==> config.mk <==
export PLATFORM = sky130hd
export DESIGN_NAME = stream_lane_packer_flat
export DESIGN_NICKNAME = d
export VERILOG_FILES = /design/src/rtl/stream_lane_packer_if.sv /design/src/rtl/stream_lane_packer.sv /design/src/flat_wrapper.sv
export SDC_FILE = /design/constraint.sdc
export NUM_CORES = 1
export LEC_CHECK = 0
export CORE_ASPECT_RATIO = 0.75
export CORE_MARGIN = 2
export CORE_UTILIZATION = 53
export CTS_CLUSTER_DIAMETER = 150
export DETAILED_ROUTE_END_ITERATION = 10
export GPL_ROUTABILITY_DRIVEN = 0
export GPL_TIMING_DRIVEN = 0
export PLACE_DENSITY = 0.82
export SYNTH_ARGS = -nofsm -noshare
export SYNTH_HDL_FRONTEND = slang
export SYNTH_SLANG_ARGS = --single-unit
==> constraint.sdc <==
create_clock -name clk -period 14.2 [get_ports clk]
set_clock_uncertainty 0.05 [all_clocks]
set_input_delay 2.84 -clock clk [delete_from_list [all_inputs] [get_ports clk]]
set_output_delay 2.84 -clock clk [all_outputs]
set_load 0.05 [all_outputs]
==> src/rtl/stream_lane_packer_if.sv <==
// Handshake bundle for the lane packer: the narrow input beat stream and
// the wide packed output stream. The packer sits on the slave modport; the
// producer/consumer side (or a testbench) uses the master modport.
interface stream_lane_packer_if #(
   parameter int ACT_DATA_WIDTH = 8,
   parameter int IN_LANES       = 4,
   parameter int OUT_LANES      = 16,
   parameter int ADDR_WIDTH     = 32
);
   localparam int RATIO_MAX = OUT_LANES / IN_LANES;
   localparam int CW        = $clog2(RATIO_MAX + 1);

   // Input beat stream (narrow)
   logic                                     in_valid;
   logic                                     in_ready;
   logic [IN_LANES-1:0][ACT_DATA_WIDTH-1:0]  in_word;
   logic [ADDR_WIDTH-1:0]                    in_addr;

   // Output word stream (wide)
   logic                                     out_valid;
   logic                                     out_ready;
   logic [OUT_LANES-1:0][ACT_DATA_WIDTH-1:0] out_word;
   logic [ADDR_WIDTH-1:0]                    out_addr;
   logic [CW-1:0]                            out_beats;

   // Producer of beats and consumer of packed words
   modport master (
      output in_valid, in_word, in_addr, out_ready,
      input  in_ready, out_valid, out_word, out_addr, out_beats
   );

   // The packer itself
   modport slave (
      input  in_valid, in_word, in_addr, out_ready,
      output in_ready, out_valid, out_word, out_addr, out_beats
   );
endinterface

==> src/rtl/stream_lane_packer.sv <==
// Narrow-to-wide activation stream packer. Collects eff_ratio beats of
// IN_LANES lanes into one OUT_LANES word, with valid/ready on both sides,
// a runtime ratio latched per group, and flush of partial groups (unused
// lanes read as zero). The address of the first beat travels with the word.
module stream_lane_packer #(
   parameter int ACT_DATA_WIDTH = 8,
   parameter int IN_LANES       = 4,
   parameter int OUT_LANES      = 16,
   parameter int ADDR_WIDTH     = 32,
   localparam int RATIO_MAX     = OUT_LANES / IN_LANES,
   localparam int CW            = $clog2(RATIO_MAX + 1)
) (
   input  logic                  clk,
   input  logic                  reset,
   input  logic [CW-1:0]         cfg_ratio,
   input  logic                  flush,
   output logic                  busy,
   stream_lane_packer_if.slave   bus
);

   typedef enum logic {S_EMPTY, S_FILL} state_t;
   typedef logic [OUT_LANES-1:0][ACT_DATA_WIDTH-1:0] word_t;

   // Group state
   state_t                state;
   logic [CW-1:0]         cnt;          // beats already held in gather_q
   logic [CW-1:0]         ratio_q;      // ratio latched on the first beat
   logic [ADDR_WIDTH-1:0] addr_q;       // address of the first beat
   word_t                 gather_q;     // lanes of the beats held so far
   logic                  flush_pend;   // flush waiting for a free output

   // Output registers
   logic                  out_valid_q;
   word_t                 out_word_q;
   logic [ADDR_WIDTH-1:0] out_addr_q;
   logic [CW-1:0]         out_beats_q;
   logic                  busy_q;

   // Combinational helpers
   logic [CW-1:0]         ratio_cfg;
   logic [CW-1:0]         cur_ratio;
   logic                  flush_req;
   logic                  last_idx;
   logic                  last_beat_pending;
   logic                  out_free;
   logic                  accept;
   logic                  emit_beat;
   logic                  emit_flush;
   logic                  emit;
   word_t                 merged;
   logic [CW-1:0]         beats_next;
   logic [ADDR_WIDTH-1:0] grp_addr;

   // Clamp the requested ratio into [1, RATIO_MAX]; zero means one beat.
   // NOTE: every variable assigned in always_comb gets a default first, so no latch is inferred.
   always_comb begin
      ratio_cfg = cfg_ratio;
      if (cfg_ratio == '0)
         ratio_cfg = CW'(1);
      else if (cfg_ratio > CW'(RATIO_MAX))
         ratio_cfg = CW'(RATIO_MAX);
   end

   // A new group uses the live ratio; a group in progress keeps its latched one.
   assign cur_ratio = (state == S_EMPTY) ? ratio_cfg : ratio_q;

   // A pending flush behaves like a flush held high until it is serviced.
   assign flush_req         = flush || flush_pend;
   assign last_idx          = (cnt == cur_ratio - CW'(1));
   assign last_beat_pending = last_idx || flush_req;
   assign out_free          = !out_valid_q || bus.out_ready;

   // Only a beat that would produce a word is held off by a stalled output.
   assign bus.in_ready = !(last_beat_pending && out_valid_q && !bus.out_ready);
   assign accept       = bus.in_valid && bus.in_ready;

   // A word goes out on a completing/flushing beat, or on a lone flush in FILL.
   assign emit_beat  = accept && last_beat_pending;
   assign emit_flush = !accept && flush_req && (state == S_FILL) && out_free;
   assign emit       = emit_beat || emit_flush;

   assign beats_next = emit_beat ? cnt + CW'(1) : cnt;
   assign grp_addr   = (state == S_EMPTY) ? bus.in_addr : addr_q;

   // Gather buffer with the current beat dropped into its lane slot.
   always_comb begin
      merged = gather_q;
      for (int k = 0; k < RATIO_MAX; k++) begin
         if (accept && cnt == CW'(k))
            merged[k*IN_LANES +: IN_LANES] = bus.in_word;
      end
   end

   // Group FSM, gather buffer and output register in one sequential block.
   // NOTE: sequential state uses non-blocking assignments so every register samples pre-edge values.
   // NOTE: the gather buffer is reset (not just the control) because unfilled lanes must read as zero on a flush.
   always_ff @(posedge clk or posedge reset) begin
      if (reset) begin
         state       <= S_EMPTY;
         cnt         <= '0;
         ratio_q     <= CW'(1);
         addr_q      <= '0;
         gather_q    <= '0;
         flush_pend  <= 1'b0;
         busy_q      <= 1'b0;
         out_valid_q <= 1'b0;
         out_word_q  <= '0;
         out_addr_q  <= '0;
         out_beats_q <= '0;
      end else begin
         // Output register: load a new word, or retire the old one.
         if (emit) begin
            out_valid_q <= 1'b1;
            out_word_q  <= merged;
            out_addr_q  <= grp_addr;
            out_beats_q <= beats_next;
         end else if (bus.out_ready) begin
            out_valid_q <= 1'b0;
         end

         // Group tracking.
         if (emit) begin
            state      <= S_EMPTY;
            busy_q     <= 1'b0;
            cnt        <= '0;
            gather_q   <= '0;
            flush_pend <= 1'b0;
         end else begin
            if (accept) begin
               if (state == S_EMPTY) begin
                  ratio_q <= ratio_cfg;
                  addr_q  <= bus.in_addr;
               end
               state    <= S_FILL;
               busy_q   <= 1'b1;
               cnt      <= cnt + CW'(1);
               gather_q <= merged;
            end
            // A flush that cannot be serviced now waits; repeats are absorbed.
            if (flush && state == S_FILL)
               flush_pend <= 1'b1;
         end
      end
   end

   assign bus.out_valid = out_valid_q;
   assign bus.out_word  = out_word_q;
   assign bus.out_addr  = out_addr_q;
   assign bus.out_beats = out_beats_q;
   assign busy          = busy_q;

endmodule
==> src/flat_wrapper.sv <==
// flat-port wrapper written by rule: the top's interface ports become plain ports
module stream_lane_packer_flat 
#(
   parameter int ACT_DATA_WIDTH = 8,
   parameter int IN_LANES       = 4,
   parameter int OUT_LANES      = 16,
   parameter int ADDR_WIDTH     = 32,
   localparam int RATIO_MAX     = OUT_LANES / IN_LANES,
   localparam int CW            = $clog2(RATIO_MAX + 1)
)
  (clk, reset, cfg_ratio, flush, busy, bus_in_valid, bus_in_word, bus_in_addr, bus_out_ready, bus_in_ready, bus_out_valid, bus_out_word, bus_out_addr, bus_out_beats);
  stream_lane_packer_if #(.ACT_DATA_WIDTH(ACT_DATA_WIDTH), .IN_LANES(IN_LANES), .OUT_LANES(OUT_LANES), .ADDR_WIDTH(ADDR_WIDTH)) bus_i ();
  input  logic clk;
  input  logic reset;
  input  logic [CW-1:0] cfg_ratio;
  input  logic flush;
  output logic busy;
  input wire logic [$bits(bus_i.in_valid)-1:0] bus_in_valid;
  input wire logic [$bits(bus_i.in_word)-1:0] bus_in_word;
  input wire logic [$bits(bus_i.in_addr)-1:0] bus_in_addr;
  input wire logic [$bits(bus_i.out_ready)-1:0] bus_out_ready;
  output wire logic [$bits(bus_i.in_ready)-1:0] bus_in_ready;
  output wire logic [$bits(bus_i.out_valid)-1:0] bus_out_valid;
  output wire logic [$bits(bus_i.out_word)-1:0] bus_out_word;
  output wire logic [$bits(bus_i.out_addr)-1:0] bus_out_addr;
  output wire logic [$bits(bus_i.out_beats)-1:0] bus_out_beats;
  assign bus_i.in_valid = bus_in_valid;
  assign bus_i.in_word = bus_in_word;
  assign bus_i.in_addr = bus_in_addr;
  assign bus_i.out_ready = bus_out_ready;
  assign bus_in_ready = bus_i.in_ready;
  assign bus_out_valid = bus_i.out_valid;
  assign bus_out_word = bus_i.out_word;
  assign bus_out_addr = bus_i.out_addr;
  assign bus_out_beats = bus_i.out_beats;
  stream_lane_packer #(.ACT_DATA_WIDTH(ACT_DATA_WIDTH), .IN_LANES(IN_LANES), .OUT_LANES(OUT_LANES), .ADDR_WIDTH(ADDR_WIDTH)) u_core (.clk(clk), .reset(reset), .cfg_ratio(cfg_ratio), .flush(flush), .busy(busy), .bus(bus_i));
endmodule
Word-level counts from Yosys, hierarchy flattened. Cells that the tools add are included.

$add $sub $neg: 2. Order comparisons: 1. Equal/unequal tests: 4. Multiplexer cells: 19. Bitwise operators: 1. Reduce and logical (&&, ||, !) cells: 26.

Operator list (count): 128-bit 2-to-1 mux (2); 32-bit 2-to-1 mux (5); 3-bit 2-to-1 mux (6); 1-bit logical AND (12); 3-bit by 2-bit == test with 1-bit output (second input constant) (2); 3-bit logical NOT (2); 1-bit 2-to-1 mux (6); 2-bit nonzero test (3); 1-bit logical NOT (4); 1-bit logical OR (4); 3-bit by 1-bit adder with 3-bit output (second input constant) (1); 3-bit by 1-bit == test with 1-bit output (second input constant) (1); 3-bit == test (1); 3-bit > comparator (second input constant) (1); 3-bit by 1-bit subtractor with 3-bit output (second input constant) (1); 2-bit AND reduction (1); 1-bit NOT (1).

Bits in registers: 332. Bits of input ports: 72.

Logic depth before layout (Yosys ltp).
Word-level depth: 18. Gate-level depth with buffers: 14. Mapped depth without buffers: 9.

Least setup slack after synthesis. OpenSTA, ideal clock, no wires.

Kind: input port to output port. From: input cfg_ratio[0]. To: output bus_in_ready. Arrival: 4.511 ns. Data required time: 11.310 ns. Setup slack: 6.799 ns. Cell stages on the path: 7. Path buffers: 0. Cell sequence: nand2b_1 -> a22oi_2 -> ha_1 -> xnor2_1 -> or3_1 -> nand2_1 -> nand2_1.

Word-level cells in the longest chain between the ends: 10. Elaborated cells on any way between the ends: 11.

Ends and longest elaborated chain: start, declared (RTL line flat_wrapper.sv:15) `input logic [CW-1:0] cfg_ratio;`; 3-bit > comparator (RTL line stream_lane_packer.sv:60) `else if (cfg_ratio > CW'(RATIO_MAX))`; 3-bit 2-to-1 mux (RTL line stream_lane_packer.sv:60); 3-bit 2-to-1 mux (*) (RTL line stream_lane_packer.sv:58) `if (cfg_ratio == '0)`; 3-bit 2-to-1 mux (*) (RTL line stream_lane_packer.sv:65) `assign cur_ratio = (state == S_EMPTY) ? ratio_cfg : ratio_q;`; 3-bit by 1-bit subtractor with 3-bit output (*) (RTL line stream_lane_packer.sv:69) `assign last_idx = (cnt == cur_ratio - CW'(1));`; 3-bit == test (*) (RTL line stream_lane_packer.sv:69); 1-bit logical OR (*) (RTL line stream_lane_packer.sv:70) `assign last_beat_pending = last_idx || flush_req;`; 1-bit logical AND (*) (2 in a row) (RTL line stream_lane_packer.sv:74) `assign bus.in_ready = !(last_beat_pending && out_valid_q && !bus.out_ready);`; 1-bit logical NOT (*) (RTL line stream_lane_packer.sv:74); end, declared (RTL line flat_wrapper.sv:22) `output wire logic [$bits(bus_i.in_ready)-1:0] bus_in_ready;`.

Every way passes the cells marked *; elsewhere a longest branch is shown, timed or not.

Worst setup path after layout.
From: input cfg_ratio[2]. To: output bus_in_ready.

The elaborated chain is that of the path after synthesis.

==> impl_metrics.py <==
metrics = {
    "timing": {
        "rsz0062_at_grt": "false",
        "setup_viol": 0,
        "finalHoldViolations": 0,
        "relSlewSlack_pct": 42.1,
        "fin_crit_sh_pct": 62.0,
        "period_needed_ns": 8.80,
        "tightest_slew_ns": 0.868,
        "slew_violations": 0,
        "fmax_mhz": 114,
    },
    "yosys": {
        "syn_avg_cell_area_um2": 11.2,
        "ys_seq_area_share_pct": 59.9,
        "synth-xor-area-share_pct": 0.424,
        "synth.top_cells.by_area": "dfrtp_1, a22o_1, mux2i_1",
        "synthMuxAreaShare_pct": 9.85,
        "synth-compound-area-share_pct": 17.8,
        "synth-simple-area-share_pct": 7.33,
        "yosysWarnings": 0,
        "syn_area_um2": 13900,
        "synth_nets": 1320,
        "yosysTopAreaCell": "dfrtp_1",
        "synth-seq-cells": 332,
        "yosysUniqueCellTypes": 40,
        "syn_inst": 1242,
        "synth_fa_ha_area_share_pct": 0.541,
        "synth_top_cell_area_share_pct": 59.7,
        "synth_top_family_by_area": "compound AO/OA/AOI/OAI gates",
    },
    "global_routing": {
        "grt_overflow": 0,
        "grt_antenna_before_repair": 0,
        "grt_max_degree": 127,
        "grt_pass1_vias": 11098,
        "grt_pass1_wl_um": 61700,
        "grtUsageTotal_pct": 29.1,
    },
    "drt": {
        "dr.first_iter.drc_count": 890,
        "drcViolationCount": 0,
        "via_per_inst": 5.86,
        "routed-via-count": 10881,
        "ant_nets": 0,
        "wl_per_cell_um": 21.1,
        "dr.pass1.iters": 5,
        "postRouteWirelength_um": 39100,
    },
    "cells_and_area": {
        "utilization_pct": 68.3,
        "antennaDiodeCount": 0,
        "drive_above_1_share_pct": 10.3,
        "layout_commonest_cell": "dfrtp_1",
        "fin_cells": 1856,
        "final_cell_mix": "dfrtp_1, clkdlybuf4s50_1, nand2_1, a21oi_1, a22o_1",
        "nets": 1564,
        "area_growth_syn_to_layout_pct": 27.3,
        "multiInputGateArea_um2": 4980,
        "fill_cells": 1977,
        "seqCellArea_um2": 8310,
        "stdcell_area_um2": 17600,
    },
    "placement": {
        "dp.cells": 1793,
        "placed_area_um2": 16400,
        "io_buffers": 205,
        "dp_hpwl_um": 26400,
    },
    "floorplan": {
        "start_util_pct": 53.7,
        "io-pin-count": 238,
        "num_rows": 51,
        "coreArea_um2": 25800,
        "dieArea_um2": 27500,
        "die_x_um": 191,
        "fp.dieH_um": 144,
    },
    "clocking": {
        "htree_levels": 2,
        "clock_sinks": 332,
        "clk_pin_slew_worst_paths_ns": 0.06,
        "root_buffer": "clkbuf_16",
        "ctsLongestPathBuffers": 3,
        "hold_buffers": 0,
        "post_cts_resized": 0,
        "postCtsSetupRepairBufs": 0,
        "clock_latency_ns": 0.51,
        "cts_buffers": 35,
        "tritoncts": "built",
    },
    "pwr": {
        "p_leak_nw": 7.68,
        "vdd_drop_max_v": 0.000173,
        "powerDensity_nw_per_um2": 251,
    },
    "setup_path": {
        "cp_max_fo": 6,
        "path_cells": "clkdlybuf4s50_1 > nor2_1 > a22oi_2 > ha_1 > xnor2_1 > or3_1 > nand2_1 > nand2_1 > clkdlybuf4s50_1",
        "cp.required_ns": 11.31,
        "cp.arrival_ns": 5.91,
        "setup.worst_path.start_class": "input pin",
        "end_kind": "output pin",
        "crit_slowest_cell": "clkdlybuf4s50_1",
        "critPathMaxStageDelay_ns": 0.83,
        "path_class": "input pin to output pin",
    },
    "worst_hold_path": {
        "holdCritPathClass": "flip-flop to flip-flop",
    },
    "outcome": {
        "outcome": "completed",
    },
    "flow_run": {
        "maxCapViolCount": 0,
    },
}
where the power goes:
group	internal, mW	switching, mW
clock	0.605	0.377
combinational	0.649	1.41
sequential	1.22	0.173
total	2.47	1.96
state kept, by name, summed over array words and instances, names as in the netlist:
register and flops:
u_core.addr_q 32, u_core.ratio_q 3, u_core.flush_pend 1, u_core.bus.out_addr 32
u_core.bus.out_valid 1, u_core.bus.out_word 128, u_core.gather_q 128, u_core.busy 1
u_core.cnt 3, u_core.bus.out_beats 3
per-stage QoR:
step,power [mW],TNS (ns),hold slack [ns],worst slack (ns)
3_5_place_dp,3.45,0,0.420,5.50
2_1_floorplan,2.73,0,0.400,2.12
3_3_place_gp,3.40,-527.94,0.412,-1.63
5_1_grt,4.64,0,0.453,5.20
6_report,4.43,0,0.428,5.40
4_1_cts,4.44,0,0.435,5.42
path summary, 6_finish.rpt:
kind	start	endpoint	slack [ns]	cells past startpoint
min reg2reg	u_core.bus.out_word[49]	u_core.bus.out_word[49]	0.43	2
min in group asynchronous	reset	u_core.bus.out_word[125]	2.86	2
max in group asynchronous	reset	u_core.bus.out_word[101]	9.76	4
min	u_core.bus.out_word[49]	u_core.bus.out_word[49]	0.43	2
max	cfg_ratio[2]	bus_in_ready	5.40	9
max reg2reg	u_core.busy	u_core.bus.out_word[101]	9.26	12
cell families (layout without fill, tap and decap cells):
group,after synthesis,after routing
simple gates,257,257
fa+ha+maj,6,6
flops,332,332
xor+xnor,5,5
mux,131,131
buf+inv,129,399
compound gates,382,382
layer usage:
layer  vias to the layer above  share of wire, %  GRT usage (%)
li1                       4846                 -              -
met5                         -                 0              0
met3                        68               8.8           6.65
met2                       499                45           44.1
met4                         0               2.2           7.96
met1                      5468                44           42.3
worst max-delay path: cells and delay by family:
kind	cells	cell delay [ns]
and+or+nand+nor	4	0.45
xor gates and xnor gates	1	0.55
AOI/OAI and AO/OA	1	0.35
adders and majority gates	1	0.33
buffers and inverters	2	1.39
Yosys cell counts:
library cell	number
and4_1	2
dfstp_2	1
o22ai_1	2
buf_6	4
mux2i_1	96
a311o_1	1
o21a_1	2
nor3_1	2
a22o_1	128
inv_1	8
a21boi_1	2
and2_1	1
nor2b_1	3
o21ai_2	1
nor2_1	73
a21oi_1	133
or3_1	2
a21oi_2	1
mux2_2	34
mux2i_4	1
o311ai_4	1
o2111a_1	1
ha_1	6
and3_1	3
xor2_1	1
a221o_1	2
clkbuf_1	65
nor3b_1	1
nand2b_1	2
buf_1	3
buf_4	1
buf_2	48
xnor2_1	2
nand2_1	167
xnor2_2	2
o21ai_1	5
or3_4	1
dfrtp_1	331
o21ai_0	102
a22oi_2	1
layout make-up:
cell class / count / area share [%]
Buffer: 121 / 3.11
Clock buffer: 51 / 5.94
Clock inverter: 12 / 1.07
Inverter: 8 / 0.213
Multi-Input combinational cell: 781 / 28.2
Sequential cell: 332 / 47.1
Tap cell: 344 / 2.44
Timing Repair Buffer: 207 / 11.9
Power figures use the tool's default switching activity.
